File: config.mk
export PLATFORM = sky130hd
export DESIGN_NAME = bcd_counter_n
export DESIGN_NICKNAME = d
export VERILOG_FILES = /design/src/rtl/bcd_counter_n.sv
export SDC_FILE = /design/constraint.sdc
export NUM_CORES = 1
export LEC_CHECK = 0
export ABC_AREA = 1
export BUFFER_PORTS_ARGS = -buffer_cell sky130_fd_sc_hd__buf_2
export CORE_MARGIN = 2
export CORE_UTILIZATION = 45
export DETAILED_ROUTE_END_ITERATION = 16
export HOLD_SLACK_MARGIN = 0.08
export PLACE_DENSITY = 0.66
export RECOVER_POWER = 100
export SLEW_MARGIN = 20
export SYNTH_ARGS = -nofsm -noshare
export SYNTH_HDL_FRONTEND = slang
export SYNTH_SLANG_ARGS = --single-unit
export TNS_END_PERCENT = 100
File: constraint.sdc
create_clock -name clk -period 1.4 [get_ports clk]
set_input_delay 0.07 -clock clk [delete_from_list [all_inputs] [get_ports clk]]
set_output_delay 0.07 -clock clk [all_outputs]
set_load 0.01 [all_outputs]
File: src/rtl/bcd_counter_n.sv
// Multi-digit BCD up/down counter stepped by an internal prescaler tick.
// Supports wrap or saturate at terminal count, and a parallel load that rejects non-BCD digits.
module bcd_counter_n #(
   parameter int unsigned DIGITS   = 4,
   parameter int unsigned DIV      = 50000000,
   parameter int unsigned SATURATE = 0
) (
   input  logic                  clk,
   input  logic                  clr,
   input  logic                  en,
   input  logic                  up,
   input  logic                  load,
   input  logic [4*DIGITS-1:0]   din,
   output logic [4*DIGITS-1:0]   q,
   output logic                  step,
   output logic                  tc,
   output logic                  load_err
);

   localparam int unsigned W        = 4 * DIGITS;
   localparam int unsigned DIV_W    = (DIV > 1) ? $clog2(DIV) : 1;
   localparam logic [DIV_W-1:0] DIV_LAST = DIV_W'(DIV - 1);

   logic [DIV_W-1:0] div;
   logic [W-1:0]     stepped;
   logic [W-1:0]     load_val;
   logic             load_bad;
   logic             wrapped;
   logic             carry;
   logic [3:0]       digit;

   // Carry/borrow ripples from digit 0; a carry out of the top digit marks terminal count.
   always_comb begin
      stepped = q;
      carry   = 1'b1;
      digit   = '0;
      for (int unsigned i = 0; i < DIGITS; i++) begin
         digit = q[4*i +: 4];
         if (carry) begin
            if (up) begin
               if (digit == 4'd9) begin
                  stepped[4*i +: 4] = 4'd0;
               end else begin
                  stepped[4*i +: 4] = digit + 4'd1;
                  carry             = 1'b0;
               end
            end else begin
               if (digit == 4'd0) begin
                  stepped[4*i +: 4] = 4'd9;
               end else begin
                  stepped[4*i +: 4] = digit - 4'd1;
                  carry             = 1'b0;
               end
            end
         end
      end
      wrapped = carry;
      if (wrapped && (SATURATE != 0)) begin
         stepped = q;
      end
   end

   always_comb begin
      load_val = '0;
      load_bad = 1'b0;
      for (int unsigned i = 0; i < DIGITS; i++) begin
         if (din[4*i +: 4] > 4'd9) begin
            load_bad = 1'b1;
         end else begin
            load_val[4*i +: 4] = din[4*i +: 4];
         end
      end
   end

   always_ff @(posedge clk or posedge clr) begin
      if (clr) begin
         q        <= '0;
         div      <= '0;
         step     <= 1'b0;
         tc       <= 1'b0;
         load_err <= 1'b0;
      end else begin
         step     <= 1'b0;
         tc       <= 1'b0;
         load_err <= 1'b0;
         if (load) begin
            q        <= load_val;
            load_err <= load_bad;
            div      <= '0;
         end else if (en) begin
            if (div == DIV_LAST) begin
               div  <= '0;
               q    <= stepped;
               step <= 1'b1;
               tc   <= wrapped;
            end else begin
               div <= div + 1'b1;
            end
         end
      end
   end

endmodule

==> impl_summary.txt <==
----------------------------------------------------
[Run status]
  Run status ... finished with violations
  Failing checks ... negative setup slack

[Critical path]
  Launch point of the worst reg-to-reg path ... div[0]$_DFFE_PP0P_
  Worst Setup EP ... q[0]$_DFFE_PP0P_
  Register-to-register setup slack ... -0.32 ns
  Beginning of the critical path ... div[0]$_DFFE_PP0P_
  WS Path Type ... reg -> reg
  Data required time at the worst endpoint ... 1.61 ns
  Critical path startpoint category ... register
  Slowest Stage Delay on Critical Path ... 0.37 ns
  Worst setup EP type ... register
  End of the worst register-to-register path ... q[0]$_DFFE_PP0P_
  Slowest cell on the critical path ... sky130_fd_sc_hd__dfrtp_1
  Cells on worst reg2reg path ... 10
  Maximum fanout count along the critical path ... 9
  Arrival time of data at the critical path endpoint ... 1.93 ns
  Cells traversed along the worst timing path ... ha_2, nand2_2, nor2_2, nand3_2, nor2_2, nand2_2, o21ai_4, buf_12, clkbuf_16, o21ai_1

[Floorplanning]
  Die extent in y ... 90.1 um
  DIE AREA ... 8110 um2
  Core ar. ... 7210 um2
  Number of primary I/O pins ... 40
  Starting density of the core ... 46.2%
  Chip width ... 90.1 um
  Cell Rows ... 31

[Power]
  Power density over the cells ... 808 nW/um2
  Maximum resistive drop on vdd ... 0.564 mV
  PnR Total Power ... 3760 uW
  Leakage ... 0.00240 uW

[Run]
  Max-cap check violation count ... 0

[Clocking]
  Cell chosen for the clock root ... sky130_fd_sc_hd__clkbuf_8
  H-tree depth ... 2
  Number of sinks driven by the clock tree ... 45
  Worst-case clock buffer depth ... 2
  Clock edge transition at the registers on the reported setup and hold paths ... 0.09 ns
  Clk Latency, worst-skew pair ... 0.31 ns
  Number of buffers inserted during clock tree synthesis ... 5
  TritonCTS clock tree ... done

[Routing]
  Total routed wirelength ... 9.79 mm
  Count of antenna-violating nets left after detailed routing ... 0
  First-pass iteration count of the detailed router ... 5
  Remaining DRCs ... 0
  Average wire per cell in the routed design ... 12.6 um
  Via count ... 3,925
  Drt initial violations ... 222
  Detail-routed via count per cell ... 5.05

[Yosys]
  #FFs+latches synth ... 45
  Total nets after synthesis ... 565
  Mean instance size in the synthesized netlist ... 6.14 um2
  Top_reg_cell synth ... sky130_fd_sc_hd__dfrtp_1
  Number of warning messages in the yosys log ... 0
  Number of synthesized flops with an enable pin ... 0
  Register area share after synthesis ... 33.8%
  Netlist area before placement ... 3330 um2
  Number of different library cells in the post-synthesis netlist ... 29
  Share of flip-flops with an asynchronous set or reset ... 100%
  Cells after Synth ... 543

[Final layout]
  Final Instance Count excl. Fillers ... 777
  Fraction of layout instances using a drive strength above 1 ... 27.1%
  Post-layout util ... 64.5%
  Post-Layout Inst Area ... 4650 um2
  Count of inserted antenna diode cells ... 0
  Net total in the final layout ... 699
  Layout overhead on the synthesized area ... 39.7%

[STA]
  Minimum setup slack in the final design ... -0.321 ns
  Unrepaired setup endpoints after global routing ... true
  Post-route clock skew ... 0.00601 ns
  Part of the cycle the worst path needs ... 123%
  Achievable clock frequency ... 581 MHz
  Hold Vio Cnt, Final ... 0
  Pins over their slew limit ... 0
  Post-layout minimum cycle time ... 1.72 ns
  Final setup vio count ... 41
  Slew of the pin with the lowest slew margin ... 0.628 ns
  Tightest slew margin relative to the limit ... 58.1%
  Total negative setup slack ... -10.20 ns

[GRT]
  Aggregate global-route resource usage ... 24.1%
  Maximum number of pins on one net before global-route repair ... 46
  Number of antenna violations at the first check in global routing ... 0
  Global-route wire length before repair ... 16.3 mm
  Overflow left after global routing ... 0
  Vias in the first global route ... 3,741

[Placed design]
  Hpwl dp ... 7.21 mm
  Cells after DPL ... 753
  Post-placement cell area ... 4260 um2
  IO buf count ... 39
  Placer's final routability congestion estimate ... 0.901

[Hold path]
  Path type of the worst min-delay path ... in -> reg
  Hold Path Stages ... 5

----------------------------------------------------
==> through the flow <==
step	hold slack, ns	setup WS [ns]
after floorplan	0.210	-0.0478
after global placement	0.126	-0.170
after detailed placement	0.128	-0.242
after CTS	0.0628	-0.217
after global routing	0.144	-0.378
final	0.0899	-0.321
==> where the power goes <==
part	internal [uW]	switching, uW
Sequential	1380	81.6
Combinational	514	717
Clock	583	481
Total	2480	1280
==> worst max-delay path: cells and delay by family, from the launching register on <==
kind / cells / cell delay, ns
simple gates: 5 / 0.50
flops: 1 / 0.37
buf+inv: 2 / 0.31
compound gates: 2 / 0.24
fa+ha+maj: 1 / 0.21
==> cells in the mapped netlist (4+ instances only) <==
cell type	instances	share of area, %
sky130_fd_sc_hd__clkbuf_1	4	0.45
sky130_fd_sc_hd__o21ai_0	25	3.8
sky130_fd_sc_hd__nand3_1	75	11
sky130_fd_sc_hd__nor3_1	11	1.7
sky130_fd_sc_hd__nand4_1	8	1.5
sky130_fd_sc_hd__nor2_2	4	0.75
sky130_fd_sc_hd__dfrtp_1	45	34
sky130_fd_sc_hd__a21oi_1	11	1.7
sky130_fd_sc_hd__xor2_1	4	1.1
sky130_fd_sc_hd__nand2_1	177	20
sky130_fd_sc_hd__inv_1	68	7.7
sky130_fd_sc_hd__nor2_1	79	8.9
==> flip-flops by register name, summed over array words and instances (netlist names) <==
register,cells
load_err,1
tc,1
step,1
div,26
q,16
==> worst min path at each step <==
stage	startpoint	to	slack, ns
6_report	din[4]	q[4]$_DFFE_PP0P_	0.09
5_1_grt	din[1]	q[1]$_DFFE_PP0P_	0.14
4_1_cts	en	div[6]$_DFFE_PP0P_	0.06
3_5_place_dp	clr	div[0]$_DFFE_PP0P_	0.13
3_3_place_gp	clr	div[4]$_DFFE_PP0P_	0.13
2_1_floorplan	en	div[6]$_DFFE_PP0P_	0.21
==> layer usage <==
metal,global-route usage [%],share of wire (%),up-vias
met2,41.8,49,129
met1,31.3,44,1782
met3,4.11,5.1,17
li1,-,-,1997
met4,6.28,1.7,0
met5,0,0,-
==> final cells by class <==
| cell class | instances | area [um2] |
|---|---|---|
| Inverter | 68 | 255 |
| Sequential cell | 45 | 1130 |
| Fill cell | 676 | 2560 |
| Multi-Input combinational cell | 417 | 2040 |
| Clock buffer | 7 | 86.3 |
| Timing Repair Buffer | 140 | 988 |
| Clock inverter | 1 | 30.0 |
| Tap cell | 99 | 124 |
==> cell families after synthesis <==
kind of cell / Yosys count / share of synthesized area (%)
flops: 45 / 33.8
fa+ha+maj: 1 / 0.375
compound gates: 46 / 7.77
simple gates: 364 / 46.6
buf+inv: 81 / 9.91
xor+xnor: 6 / 1.58
==> repair_timing <==
item	in CTS	in global routing
pin swaps	5	13
endpoints found under the hold margin	46	1
hold buffers	1	1
setup endpoints to repair	43	43
buffers inserted	4	8
gates resized for setup	20	24
gates cloned	0	2
==> cell usage in the layout (no fill, tap or decap), types with 2 or more instances in the layout <==
cell,netlist,routed
sky130_fd_sc_hd__o21ai_0,25,23
sky130_fd_sc_hd__xnor2_1,2,2
sky130_fd_sc_hd__nand3_2,0,15
sky130_fd_sc_hd__nand2_2,3,9
sky130_fd_sc_hd__inv_2,0,4
sky130_fd_sc_hd__o211ai_1,3,3
sky130_fd_sc_hd__o21ai_1,3,3
sky130_fd_sc_hd__nor2_1,79,69
sky130_fd_sc_hd__nor3_4,0,2
sky130_fd_sc_hd__nand2_1,177,169
sky130_fd_sc_hd__dlygate4sd3_1,0,2
sky130_fd_sc_hd__a21oi_1,11,11
sky130_fd_sc_hd__buf_2,3,33
sky130_fd_sc_hd__buf_4,2,79
sky130_fd_sc_hd__clkbuf_1,4,16
sky130_fd_sc_hd__nand3_1,75,60
sky130_fd_sc_hd__nor3_1,11,11
sky130_fd_sc_hd__clkbuf_8,0,6
sky130_fd_sc_hd__inv_1,68,64
sky130_fd_sc_hd__clkbuf_16,0,2
sky130_fd_sc_hd__o21ai_2,0,2
sky130_fd_sc_hd__nand4_1,8,8
sky130_fd_sc_hd__clkbuf_4,0,5
sky130_fd_sc_hd__xor2_1,4,4
sky130_fd_sc_hd__nand2_4,0,2
sky130_fd_sc_hd__nor2_2,4,11
sky130_fd_sc_hd__buf_12,0,2
sky130_fd_sc_hd__nor2_4,2,5
sky130_fd_sc_hd__dfrtp_1,45,45
No activity file was read; power rests on OpenSTA's default activity.
